[config.mk]
export PLATFORM = sky130hd
export DESIGN_NAME = hazard_unit_mc
export DESIGN_NICKNAME = d
export VERILOG_FILES = /design/src/rtl/hazard_unit_mc.sv
export SDC_FILE = /design/constraint.sdc
export NUM_CORES = 1
export LEC_CHECK = 0
export ABC_AREA = 1
export CORE_UTILIZATION = 44
export CTS_BUF_LIST = sky130_fd_sc_hd__clkbuf_8
export CTS_CLUSTER_SIZE = 25
export DETAILED_ROUTE_END_ITERATION = 10
export PLACE_DENSITY = 0.88
export REMOVE_ABC_BUFFERS = 1
export SKIP_LAST_GASP = 1
export SLEW_MARGIN = 20
export SYNTH_ARGS = -nofsm -noshare
export SYNTH_HDL_FRONTEND = slang
export SYNTH_SLANG_ARGS = --single-unit
[constraint.sdc]
create_clock -name clk -period 3.9 [get_ports clk]
set_input_delay 1.17 -clock clk [delete_from_list [all_inputs] [get_ports clk]]
set_output_delay 1.17 -clock clk [all_outputs]
set_load 0.01 [all_outputs]
[src/rtl/hazard_unit_mc.sv]
// Hazard/interlock unit for the 5-stage MIPS pipeline (F/D/E/M/W).
// Produces stage stalls, bubbles and forwarding selects. Also runs the
// handshake with the multi-cycle divider: start pulse, cancel pulse and
// a sticky timeout flag. An exception flush overrides every stall.
module hazard_unit_mc #(
    parameter int             RW      = 5,
    parameter int             ACW     = 5,
    parameter logic [ACW-1:0] DIV_OP  = 5'b11010,
    parameter logic [ACW-1:0] DIVU_OP = 5'b11011,
    parameter int             DIV_TMO = 64
) (
    input  logic           clk,
    input  logic           rst,
    input  logic [RW-1:0]  rsD,
    input  logic [RW-1:0]  rtD,
    input  logic [RW-1:0]  rsE,
    input  logic [RW-1:0]  rtE,
    input  logic [RW-1:0]  writeregE,
    input  logic [RW-1:0]  writeregM,
    input  logic [RW-1:0]  writeregW,
    input  logic           regwriteE,
    input  logic           regwriteM,
    input  logic           regwriteW,
    input  logic           memtoregE,
    input  logic           memtoregM,
    input  logic           branchD,
    input  logic           jumpD,
    input  logic           balD,
    input  logic [1:0]     hilo_weE,
    input  logic [1:0]     hilo_weM,
    input  logic [1:0]     hilo_weW,
    input  logic [ACW-1:0] alucontrolE,
    input  logic           div_ready,
    input  logic           excp_flush,
    output logic           div_start,
    output logic           div_cancel,
    output logic           div_err,
    output logic           stallF,
    output logic           stallD,
    output logic           stallE,
    output logic           flushD,
    output logic           flushE,
    output logic           flushM,
    output logic [1:0]     forwardaE,
    output logic [1:0]     forwardbE,
    output logic           forwardaD,
    output logic           forwardbD,
    output logic [1:0]     forwardhiloE
);

    // Counter only has to reach DIV_TMO-1, the last BUSY cycle before abort.
    localparam int             CW       = $clog2(DIV_TMO);
    localparam logic [CW-1:0]  CNT_LAST = CW'(DIV_TMO - 1);

    typedef enum logic [1:0] {
        ST_IDLE  = 2'd0,
        ST_START = 2'd1,
        ST_BUSY  = 2'd2,
        ST_DONE  = 2'd3
    } state_t;

    state_t         r_state;
    state_t         w_state_nxt;
    logic [CW-1:0]  r_cnt;
    logic           r_div_start;
    logic           r_div_cancel;
    logic           r_div_err;

    logic           w_cnt_clr;
    logic           w_cnt_inc;
    logic           w_abort;
    logic           w_tmo;

    logic           w_divE;
    logic           w_lwstall;
    logic           w_branchstall;
    logic           w_divstall;
    logic           w_ctrl_bubble;

    logic [1:0]     w_fwdaE;
    logic [1:0]     w_fwdbE;
    logic           w_fwdaD;
    logic           w_fwdbD;
    logic [1:0]     w_fwdhilo;

    // E-operand select: the younger producer (M) wins over W; $0 is hard-wired.
    function automatic logic [1:0] fwd_e_sel(
        input logic [RW-1:0] src,
        input logic [RW-1:0] wr_m,
        input logic          we_m,
        input logic [RW-1:0] wr_w,
        input logic          we_w
    );
        logic [1:0] sel;
        sel = 2'b00;
        if (src != '0) begin
            if (we_m && (src == wr_m)) begin
                sel = 2'b10;
            end else if (we_w && (src == wr_w)) begin
                sel = 2'b01;
            end
        end
        return sel;
    endfunction

    // Branch-compare operands in D can only take the M-stage ALU result.
    function automatic logic fwd_d_sel(
        input logic [RW-1:0] src,
        input logic [RW-1:0] wr_m,
        input logic          we_m
    );
        return (src != '0) && we_m && (src == wr_m);
    endfunction

    // Forwarding selects for E operands, D branch operands and HI/LO.
    always_comb begin
        w_fwdaE = fwd_e_sel(rsE, writeregM, regwriteM, writeregW, regwriteW);
        w_fwdbE = fwd_e_sel(rtE, writeregM, regwriteM, writeregW, regwriteW);
        w_fwdaD = fwd_d_sel(rsD, writeregM, regwriteM);
        w_fwdbD = fwd_d_sel(rtD, writeregM, regwriteM);
        if ((hilo_weE == 2'b00) && (hilo_weM != 2'b00)) begin
            w_fwdhilo = 2'b01;
        end else if (hilo_weW != 2'b00) begin
            w_fwdhilo = 2'b10;
        end else begin
            w_fwdhilo = 2'b00;
        end
    end

    // Interlock terms: load-use, branch operand not yet available, divider busy.
    always_comb begin
        w_lwstall     = memtoregE && (writeregE != '0) &&
                        ((writeregE == rsD) || (writeregE == rtD));
        w_branchstall = branchD &&
                        ((regwriteE && (writeregE != '0) &&
                          ((writeregE == rsD) || (writeregE == rtD))) ||
                         (memtoregM && (writeregM != '0) &&
                          ((writeregM == rsD) || (writeregM == rtD))));
        w_divE        = (alucontrolE == DIV_OP) || (alucontrolE == DIVU_OP);
        // DONE is deliberately absent so E advances on the cycle the result is taken.
        w_divstall    = ((r_state == ST_IDLE) && w_divE) ||
                        (r_state == ST_START) ||
                        ((r_state == ST_BUSY) && !div_ready);
        w_ctrl_bubble = w_lwstall || w_branchstall || jumpD || (branchD && !balD);
    end

    // Stage control outputs; exception flush beats every stall, reset silences all.
    always_comb begin
        stallF       = 1'b0;
        stallD       = 1'b0;
        stallE       = 1'b0;
        flushD       = 1'b0;
        flushE       = 1'b0;
        flushM       = 1'b0;
        forwardaE    = 2'b00;
        forwardbE    = 2'b00;
        forwardaD    = 1'b0;
        forwardbD    = 1'b0;
        forwardhiloE = 2'b00;
        if (!rst) begin
            if (excp_flush) begin
                flushD = 1'b1;
                flushE = 1'b1;
                flushM = 1'b1;
            end else begin
                stallF = w_lwstall || w_branchstall || w_divstall;
                stallD = w_lwstall || w_branchstall || w_divstall;
                stallE = w_divstall;
                // A held E stage must keep its instruction, so no bubble then.
                flushE = w_ctrl_bubble && !w_divstall;
            end
            forwardaE    = w_fwdaE;
            forwardbE    = w_fwdbE;
            forwardaD    = w_fwdaD;
            forwardbD    = w_fwdbD;
            forwardhiloE = w_fwdhilo;
        end
    end

    // Divider handshake next-state: cancel beats result, result beats timeout.
    always_comb begin
        w_state_nxt = r_state;
        w_cnt_clr   = 1'b0;
        w_cnt_inc   = 1'b0;
        w_abort     = 1'b0;
        w_tmo       = 1'b0;
        case (r_state)
            ST_IDLE: begin
                if (w_divE && !excp_flush) begin
                    w_state_nxt = ST_START;
                end
            end
            ST_START: begin
                if (excp_flush) begin
                    w_state_nxt = ST_IDLE;
                    w_abort     = 1'b1;
                end else begin
                    w_state_nxt = ST_BUSY;
                    w_cnt_clr   = 1'b1;
                end
            end
            ST_BUSY: begin
                if (excp_flush) begin
                    w_state_nxt = ST_IDLE;
                    w_abort     = 1'b1;
                end else if (div_ready) begin
                    w_state_nxt = ST_DONE;
                end else if (r_cnt == CNT_LAST) begin
                    w_state_nxt = ST_IDLE;
                    w_abort     = 1'b1;
                    w_tmo       = 1'b1;
                end else begin
                    w_cnt_inc   = 1'b1;
                end
            end
            ST_DONE: begin
                w_state_nxt = ST_IDLE;
            end
            default: begin
                w_state_nxt = ST_IDLE;
            end
        endcase
    end

    // Divider handshake registers; start/cancel are one-cycle registered pulses.
    always_ff @(posedge clk) begin
        if (rst) begin
            r_state      <= ST_IDLE;
            r_cnt        <= '0;
            r_div_start  <= 1'b0;
            r_div_cancel <= 1'b0;
            r_div_err    <= 1'b0;
        end else begin
            r_state      <= w_state_nxt;
            if (w_cnt_clr) begin
                r_cnt <= '0;
            end else if (w_cnt_inc) begin
                r_cnt <= r_cnt + 1'b1;
            end
            r_div_start  <= (w_state_nxt == ST_START);
            r_div_cancel <= w_abort;
            if (w_tmo) begin
                r_div_err <= 1'b1;
            end
        end
    end

    assign div_start  = r_div_start;
    assign div_cancel = r_div_cancel;
    assign div_err    = r_div_err;

endmodule

======== Word level (Yosys, flattened, before mapping) ========
Cells that the tools add are included.
cells by class
  $add $sub $neg .......................... 1
  equality and inequality tests ........... 17
  muxes and demuxes ....................... 39
  reductions and logical operators ........ 46
operator list
  kind                   count
  $eq A5 B5 Y1           10
  $reduce_bool A5 Y1     6
  $mux W2                14
  $mux W1                23
  $logic_and A1 B1 Y1    21
  $eq A5 B5 Y1 const B   2
  $logic_or A1 B1 Y1     10
  $pmux W2 S4            1
  $add A6 B1 Y6 const B  1
  $eq A6 B6 Y1 const B   1
  $eq A2 B1 Y1 const B   2
  $eq A2 B2 Y1 const B   2
  $logic_not A1 Y1       4
  $logic_not A2 Y1       2
  $reduce_bool A2 Y1     2
  $pmux W1 S2            1
  $reduce_or A2 Y1       1
storage, ports and cells
  register bits after elaboration ......... 11
  input bits .............................. 58
  output and inout port bits .............. 17
  word-level logic and storage cells ...... 108

======== Longest topological paths before layout ========
  depth after elaboration ................. 11
  mapped depth ............................ 11
  gate-level depth less buffers ........... 10

======== Worst setup path after synthesis ========
OpenSTA, ideal clock, no wires.
  kind .................................... in2out
  start ................................... input writeregM[4]
  end ..................................... output forwardbE[1]
  arrival ................................. 2.031 ns
  required time ........................... 2.730 ns
  setup slack ............................. 0.699 ns
  cell stages on the path ................. 5
  buffers on the path ..................... 1
  cells stage by stage .................... buf_2 -> xor2_1 -> nor4_1 -> nand2_1 -> nor3_1
on the way
  longest elaborated chain between the ends .. 5
RTL lines
  item                 RTL line  RTL
  start, declared      19        input logic [RW-1:0] writeregM,
  $eq A5 B5 Y1         97        if (we_m && (src == wr_m)) begin
  $logic_and A1 B1 Y1  97
  $mux W2              97
  $mux W2              96        if (src != '0) begin
  $mux W2              160       if (!rst) begin
  end, declared        45        output logic [1:0] forwardbE,
No other way between the ends.

======== Final worst setup path ========
  start ................................... input rst
  end ..................................... output forwardhiloE[0]
on the way
  longest elaborated chain between the ends .. 1
RTL lines
  item             RTL line  RTL
  start, declared  13        input logic rst,
  $mux W2          160
  end, declared    48        output logic [1:0] forwardhiloE
No other way between the ends.

==> results.txt <==
The flow ran to the end, and the final reports show no timing, DRC or antenna violations. After the first detailed-routing iteration, the DRC count stood at 104. Clock tree root driver cell: sky130_fd_sc_hd__clkbuf_8. The initial utilization of the core area, before any placement, comes to 46.7%. The die height is 59.2 um. The transition time at the pin with the least slew margin works out to 309 ps. The clock slew seen by the registers of the worst setup and hold paths is 50 ps. The proportion of netlist area held by the largest area contributor was 19.8%; the width of the die was 59.2 um.

At the worst endpoint, the arrival time is 2660 ps. The classification of the worst setup path was in -> out. For the total leakage power, the log shows 0.00135 uW. The count of nets left with antenna violations after detail routing was 0; the synthesis-stage register bit count was 11.

In this design, the critical path's most frequently occurring cell is sky130_fd_sc_hd__clkdlybuf4s50_1. The number of failing hold endpoints at the final stage was 0; the count of warnings emitted by yosys was 0. The clock skew after layout came out at 2.21 ps.

Of all nets on the critical path, the largest fanout is 7. The biggest area contributor in the post-synthesis netlist is sky130_fd_sc_hd__nand2_1. The die covers 3500 sq um. The logs give -334 ps for the placement-stage worst setup slack and 489 ps for the worst hold slack across all endpoints. The half-perimeter wire length after detailed placement is 3870 um. The fraction of layout instances using a drive strength above 1 is 13.9%. The count of hold-fix buffers inserted at cts is 0. Commonest register cell after synthesis: sky130_fd_sc_hd__dfxtp_1. The logs give 1995 for the number of vias in the routed layout and 0 for the final number of max-transition violations. Once routing completed, OpenROAD measured the worst setup slack at 72.1 ps. The cell with the largest stage delay on the worst path was sky130_fd_sc_hd__clkdlybuf4s50_1.

The number of instances on the worst hold path is 1, and the number of buffers and inverters on the critical path is 3. Counting instances in the post-synthesis netlist gives the leading cell types as 76 x sky130_fd_sc_hd__nand2_1, 42 x sky130_fd_sc_hd__inv_1, 25 x sky130_fd_sc_hd__nor2_1. The smallest clock period supported by the final layout is computed as 3830 ps. In this run the worst hold path is classified as reg -> reg.

For this run the aggregate overflow at the end of global routing stands at 0. The area growth from synthesis to layout is 70.9%. The maximum number of buffers from clock root to sink came out at 2. Port buffering added 73 buffers.

Setup repair after global routing left no endpoint under its margin. After detailed routing, the average wire length per cell comes to 11.6 um. Timing would allow up to 261 MHz. For the global-route wire length before repair, the log shows 7310 um.

TritonCTS built the clock tree. The critical path crosses 4 cells after its start point. Gate count of the mapped netlist: 258. Sorting the synthesized cells by area gives the leading types as sky130_fd_sc_hd__nand2_1 20%, sky130_fd_sc_hd__dfxtp_1 15%, sky130_fd_sc_hd__inv_1 11%. The worst setup path is captured at a primary output. The post-synthesis average cell area is 5.57 sq um.

The number of cells on the worst reg-to-reg path is 9. The routed design has 4690 um of wire. For this run, the detailed router's first-pass iteration total came to 5. Sequential elements use 15.3% of the synthesized area. Worst voltage drop across the vdd grid: 0.000165 V.

In this run the count of I/O pins placed on the die edge is 75. The average via count per standard cell works out to 4.94. Total power density per cell area: 231 nW/um^2. Required time reported for the critical path endpoint: 2730 ps. Dividing the final minimum period by the clock period gives 98.2%. After filler insertion, the fill cell instance count of the layout stands at 240. Counting flops with an async set or reset pin after synthesis yields a share of 0%.

For this run, the post-layout net count is 424. The synthesized design contains 0 enable-type register cells. On the critical path the largest part of the delay comes from buffers and inverters. Setup violations remaining at the end of the flow were counted as 0. The run gives 27.2% as the overall global routing resource usage.

The run gives 0 ps as the final sum of negative setup slack. The congestion estimate from routability-driven global placement came to 0.839. The count of distinct cell types in the synthesized netlist is 31, and the highest cell delay on the worst timing path is 590 ps.

For the number of antenna violations at the first check in global routing, the log shows 0. For the deepest level of the CTS H-tree, the log shows 1. The logs give 240 ps for the insertion delay of the later-clocked pin in the worst-skew pair and 1440 sq um for the summed instance area of the synthesized netlist.

The number of placement rows was 20. For the number of DRC violations after detailed routing, the log shows 0. Post-CTS timing repair inserted 0 buffers for setup. Counting every sink on the clock net gives 11.

Across the run, the number of max-cap violations was 0. Once the clock tree was built, the resizer swapped 18 gates to a different size. The run gives 3 as the number of CTS-inserted buffers. The tools report the critical path startpoint category as a primary input. Entering global routing, the biggest net connects 8 pins. The repair_antennas step left the layout with diodes totalling 0. The number of global-route vias before repair was 1882.

In this run the tightest slew margin relative to its limit is 79.4%. The critical path goes through clkdlybuf4s50_1 -> buf_4 -> nor4_1 -> clkdlybuf4s50_1. The tools report the post-layout utilization of the core as 79.8%. sky130_fd_sc_hd__nand2_1 is the most common cell in the netlist.

The core region is 3080 sq um.
stage by stage:
| step | total power (uW) | cell area [sq um] | cells |
|---|---|---|---|
| 2_1_floorplan | 299 | 1410 | 254 |
| 5_1_grt | 610 | 2460 | 404 |
| 3_5_place_dp | 455 | 2420 | 400 |
| 4_1_cts | 568 | 2440 | 404 |
| 6_report | 567 | 2460 | 404 |
| 3_3_place_gp | 446 | 2420 | 400 |
final timing paths:
check | to | startpoint | slack (ps)
max | forwardhiloE[0] | rst | 70
min | r_cnt[4] | r_cnt[4] | 490
min reg2reg | r_cnt[4] | r_cnt[4] | 490
max reg2reg | r_cnt[5] | r_state[0] | 2360
final cells by class:
| class | count | area [sq um] | share of cell area, % |
|---|---|---|---|
| clock inverter | 1 | 3.75 | 0.153 |
| multi-input combinational | 195 | 1020 | 41.6 |
| timing repair buffer | 102 | 935 | 38.0 |
| tap | 44 | 55.1 | 2.24 |
| sequential | 11 | 220 | 8.96 |
| inverter | 48 | 180 | 7.33 |
| clock buffer | 3 | 41.3 | 1.68 |
kinds of logic (layout without fill, tap and decap cells):
kind of cell               after synthesis  after routing  share of synthesized area [%]
and+or+nand+nor                        144            144                           45.0
AOI/OAI and AO/OA                       34             34                           13.8
adders and majority gates                5              5                           4.35
xor gates and xnor gates                12             12                           7.31
DFF                                     11             11                           15.3
buffers and inverters                   52            154                           14.2
sequential cells by signal, summed over array words and instances, names as in the netlist:
register / count
div_start: 1
r_cnt: 6
div_err: 1
div_cancel: 1
r_state: 2
per-layer routing:
metal / up-vias / part of all wire (%) / GRT usage [%] / routed length (um)
li1: 1024 / - / - / -
met1: 878 / 41 / 29.5 / 1910
met2: 86 / 52 / 52.8 / 2450
met3: 7 / 6.2 / 5.68 / 291
met4: 0 / 0.70 / 6.80 / 33
met5: - / 0 / 0 / 0
where the power goes:
| group | switching (uW) | internal (uW) | leakage (uW) |
|---|---|---|---|
| clock network | 44.5 | 69.3 | 0.0000269 |
| logic | 165 | 153 | 0.00124 |
| registers | 7.46 | 127 | 0.0000891 |
cell usage in the layout (no fill, tap or decap), types with 2 or more instances in the layout:
cell type and count:
sky130_fd_sc_hd__dfxtp_1 11, sky130_fd_sc_hd__xor2_1 7, sky130_fd_sc_hd__dlymetal6s2s_1 7, sky130_fd_sc_hd__nor2_1 24, sky130_fd_sc_hd__ha_1 5, sky130_fd_sc_hd__clkbuf_2 3, sky130_fd_sc_hd__nand2_1 76, sky130_fd_sc_hd__nand3_1 17
sky130_fd_sc_hd__nor4_1 2, sky130_fd_sc_hd__o22ai_1 5, sky130_fd_sc_hd__inv_2 7, sky130_fd_sc_hd__inv_1 42, sky130_fd_sc_hd__nand2_4 2, sky130_fd_sc_hd__dlygate4sd2_1 13, sky130_fd_sc_hd__buf_4 29, sky130_fd_sc_hd__nand4_1 4
sky130_fd_sc_hd__clkdlybuf4s50_1 50, sky130_fd_sc_hd__xnor2_1 5, sky130_fd_sc_hd__o21ai_0 7, sky130_fd_sc_hd__clkbuf_8 3, sky130_fd_sc_hd__a21oi_1 13, sky130_fd_sc_hd__nor3_1 10, sky130_fd_sc_hd__a211oi_1 5
(Power assumes the default switching activity.)
==> RTL edit 1 (config.mk and constraints unchanged) <==
Put one more register stage on the output `div_err`, cleared by the reset. The value now appears one clock later. The other outputs are not delayed to match.
--- a/src/rtl/hazard_unit_mc.sv
+++ b/src/rtl/hazard_unit_mc.sv
@@ -247,7 +247,13 @@
 
     assign div_start  = r_div_start;
     assign div_cancel = r_div_cancel;
-    assign div_err    = r_div_err;
+    always_ff @(posedge clk) begin
+        if (rst) begin
+            div_err <= '0;
+        end else begin
+            div_err <= r_div_err;
+        end
+    end
 
 endmodule
 
Function: no difference found for any inputs over 10 cycles, from zero or initial values and one cycle with rst high; that may be too few to reach the edited logic, so the function may still have changed.
==> RTL edit 1 against the original RTL <==
Sequential share of layout area rose by 0.55 points; final area rose by 2.8%; setup slack got worse by 31 ps; clock skew barely moved; sequential cell count rose by 1; total power rose by 5.0%; non-clock buffer count fell by 3; area after synthesis rose by 4.3%; routed wire length rose by 2.4%.
==> RTL edit 1: results <==
[status]
outcome = complete, no violations

[timing]
finClkSkew_ps = 1.91
slew_headroom_pct = 77.8

[synth]
synth.distinct_cells = 37
synth.area.top_cells = nand2_1 21%, dfxtp_1 16%, inv_1 11%
syn_inst = 263
yosys.area_share.xor_xnor_pct = 7.01
synth_compound_area_share_pct = 15.4
synth_fa_ha_area_share_pct = 4.17
ys_top_cells_by_count = 82 x nand2_1, 43 x inv_1, 23 x nor2_1

[finish]
drive_above_1_share_pct = 14.7
final_nets = 425

[global_routing]
grt_max_degree = 9
grt_pass1_wl_um = 7590
grt_pass1_vias = 1879

[setup_path]
max_stage_delay_ps = 510

[drt]
drtIter0Drc = 94
wire_per_inst_um = 11.8
dr_total_vias = 2041

[pwr]
p_sw_share_pct = 36.4
p_leak_uw = 0.00131
pwr-share-clk_pct = 22.9
seq-power_uw = 144
p_seq_share_pct = 24.2

[place]
pre_cts_slack_ps = -362
dp_hpwl_um = 3880
-- RTL edit 1: metrics by stage --
stage          instance area (sq um)  setup TNS, ps  utilization, %
3_5_place_dp                    2440          -2540            77.5
6_report                        2530              0            80.1
5_1_grt                         2530           -113            80.1
3_3_place_gp                    2440          -2210            77.5
2_1_floorplan                   1470              0               -
4_1_cts                         2490          -31.0            79.0
-- RTL edit 1: what timing repair did --
action / 4_1_cts / 5_1_grt
buffers inserted: 1 / 1
gates resized for setup: 19 / 21
pin swaps: 1 / 3
setup endpoints to repair: 9 / 10
-- RTL edit 1: layer usage --
metal  part of all wire (%)  routed length (um)  track usage [%]  vias up
li1                       -                   -                -     1042
met1                     41                1970             31.4      905
met2                     50                2390             50.2       90
met3                    8.1                 390             5.76        4
met4                    1.1                  51             5.98        0
met5                      0                   0                0        -
-- RTL edit 1: logic make-up after synthesis --
logic type	Yosys count
AO/OA/AOI/OAI	34
XOR/XNOR	12
buffers and inverters	51
AND/OR/NAND/NOR	149
adder cells (fa/ha/maj)	5
flip-flops	12
-- RTL edit 1: path summary, 6_finish.rpt --
kind	startpoint	endpoint	slack [ps]	cells past startpoint
worst max-delay path	rtD[3]	stallD	40	12
worst min-delay path	r_div_err$_SDFFE_PP0P_	div_err$_SDFF_PP0_	450	2
worst max register to register	r_state[0]$_SDFF_PP0_	r_cnt[5]$_SDFFE_PP0P_	2350	8
worst min register to register	r_div_err$_SDFFE_PP0P_	div_err$_SDFF_PP0_	450	2
-- RTL edit 1: cell type report --
class / instances / area (sq um)
Inverter: 46 / 173
Fill cell: 251 / 627
Multi-Input combinational cell: 200 / 1070
Tap cell: 44 / 55.1
Sequential cell: 12 / 240
Timing Repair Buffer: 99 / 930
Clock buffer: 4 / 55.1
==> RTL edit 2 (same settings) <==
Without the edit above. Set the parameter `ACW` to 10 (it was 5).
--- a/src/rtl/hazard_unit_mc.sv
+++ b/src/rtl/hazard_unit_mc.sv
@@ -4,7 +4,7 @@
 // a sticky timeout flag. An exception flush overrides every stall.
 module hazard_unit_mc #(
     parameter int             RW      = 5,
-    parameter int             ACW     = 5,
+    parameter int             ACW     = 10,
     parameter logic [ACW-1:0] DIV_OP  = 5'b11010,
     parameter logic [ACW-1:0] DIVU_OP = 5'b11011,
     parameter int             DIV_TMO = 64
Interface: changed (resized alucontrolE); port bits go from 75 to 80. The function was not compared with the original's and may differ.
==> RTL edit 2 against the original RTL <==
Area after synthesis up 2.4%; critical path depth is 5 higher; sequential share of layout area shrank 0.16 points; routed wire length increased by 4.4%; combinational power is 45% lower; synthesized cell count is 1.6% higher; setup slack gained 3.4 ps; first-iteration DRC count shrank 17%; global-route usage is 3.3 points higher; final area up 1.8%; total power is 29% lower; sequential cell count is the same; largest cell class unchanged.
==> RTL edit 2: results <==
[status]
outcome = complete, no violations

[finish]
diodes = 0
drive_above_1_share_pct = 14.0
final_nets = 432

[synth]
ys_top_cells_by_count = 74 x nand2_1, 35 x inv_1, 24 x nor2_1
synth_seq_area_share_pct = 15.0
synth.distinct_cells = 37
synth.area.top_cells = nand2_1 19%, dfxtp_1 15%, inv_1 8.9%

[clock_tree]
insertion_delay_ps = 250
cts-root-buf = clkbuf_8

[drt]
wirelength_um = 4890
drtIter0Drc = 86
dr.pass1.iters = 4

[place]
post_dp_cell_area_sq_mm = 0.00244
io_buffers = 78
dp_hpwl_um = 4100

[worst_hold_path]
whs_path_depth = 2
min_from = div_err$_SDFFE_PP0P_

[setup_path]
max_stage_delay_ps = 510
reg2reg_depth = 7
crit_path_start = rtD[0]
critPathTopFamily = buffers and inverters
cp_max_fo = 3
path_class = in -> out

[global_routing]
globalRouteTotalUtil_pct = 30.4
grt_pass1_wl_um = 8360
grt_pass1_vias = 2074

[timing]
finClkSkew_ps = 4.34

[pwr]
ir_drop_uv = 92.1
p_leak_uw = 0.00127
[RTL edit 2: cell type report]
| type | instances | area [sq um] | share of cell area [%] |
|---|---|---|---|
| multi-input combinational | 201 | 1070 | 42.8 |
| sequential | 11 | 220 | 8.80 |
| clock inverter | 1 | 3.75 | 0.150 |
| inverter | 46 | 173 | 6.90 |
| tap | 44 | 55.1 | 2.20 |
| timing repair buffer | 101 | 937 | 37.5 |
| clock buffer | 3 | 41.3 | 1.65 |
[RTL edit 2: layer usage]
layer / wire [um] / global-route usage, % / vias up / share of wire [%]
met1: 1900 / 31.5 / 895 / 39
li1: - / - / 1047 / -
met2: 2480 / 57.9 / 97 / 51
met4: 132 / 12.0 / 0 / 2.7
met5: 0 / 0 / - / 0
met3: 373 / 7.36 / 17 / 7.6
[RTL edit 2: worst min-delay path, stage by stage, from the launching register on]
cell and delay (ps):
dfxtp_1 320, a31oi_1 40, nor2_1 70
[RTL edit 2: path summary, 6_finish.rpt]
path                           endpoint  slack, ps
setup / recovery              forwardbD         80
hold / removal     div_err$_SDFFE_PP0P_        470
setup reg to reg  r_state[1]$_SDFF_PP0_       2340
hold reg to reg    div_err$_SDFFE_PP0P_        470
[RTL edit 2: what timing repair did]
item,4_1_cts,5_1_grt
setup endpoints to repair,10,10
setup buffers,1,1
pin swaps,2,2
gates resized for setup,17,14
[RTL edit 2: stage by stage]
step | std cells | worst slack [ps] | hold WS [ps] | setup TNS [ps]
6_report | 407 | 75.5 | 473 | 0
2_1_floorplan | 258 | 804 | 453 | 0
4_1_cts | 406 | -217 | 473 | -217
3_5_place_dp | 401 | -281 | 461 | -2520
3_3_place_gp | 401 | -267 | 452 | -2360
5_1_grt | 407 | -32.4 | 498 | -69.8
[RTL edit 2: cell families after synthesis]
| kind of cell | Yosys count | share of synthesized area [%] |
|---|---|---|
| compound gates | 41 | 16.3 |
| simple gates | 141 | 42.4 |
| buf+inv | 50 | 13.8 |
| xor+xnor | 14 | 8.33 |
| fa+ha+maj | 5 | 4.25 |
| flops | 11 | 15.0 |
[RTL edit 2: where the power goes]
part	switching, uW	internal (uW)
clock network	44.1	69.2
logic	76.4	100
registers	0.0348	113
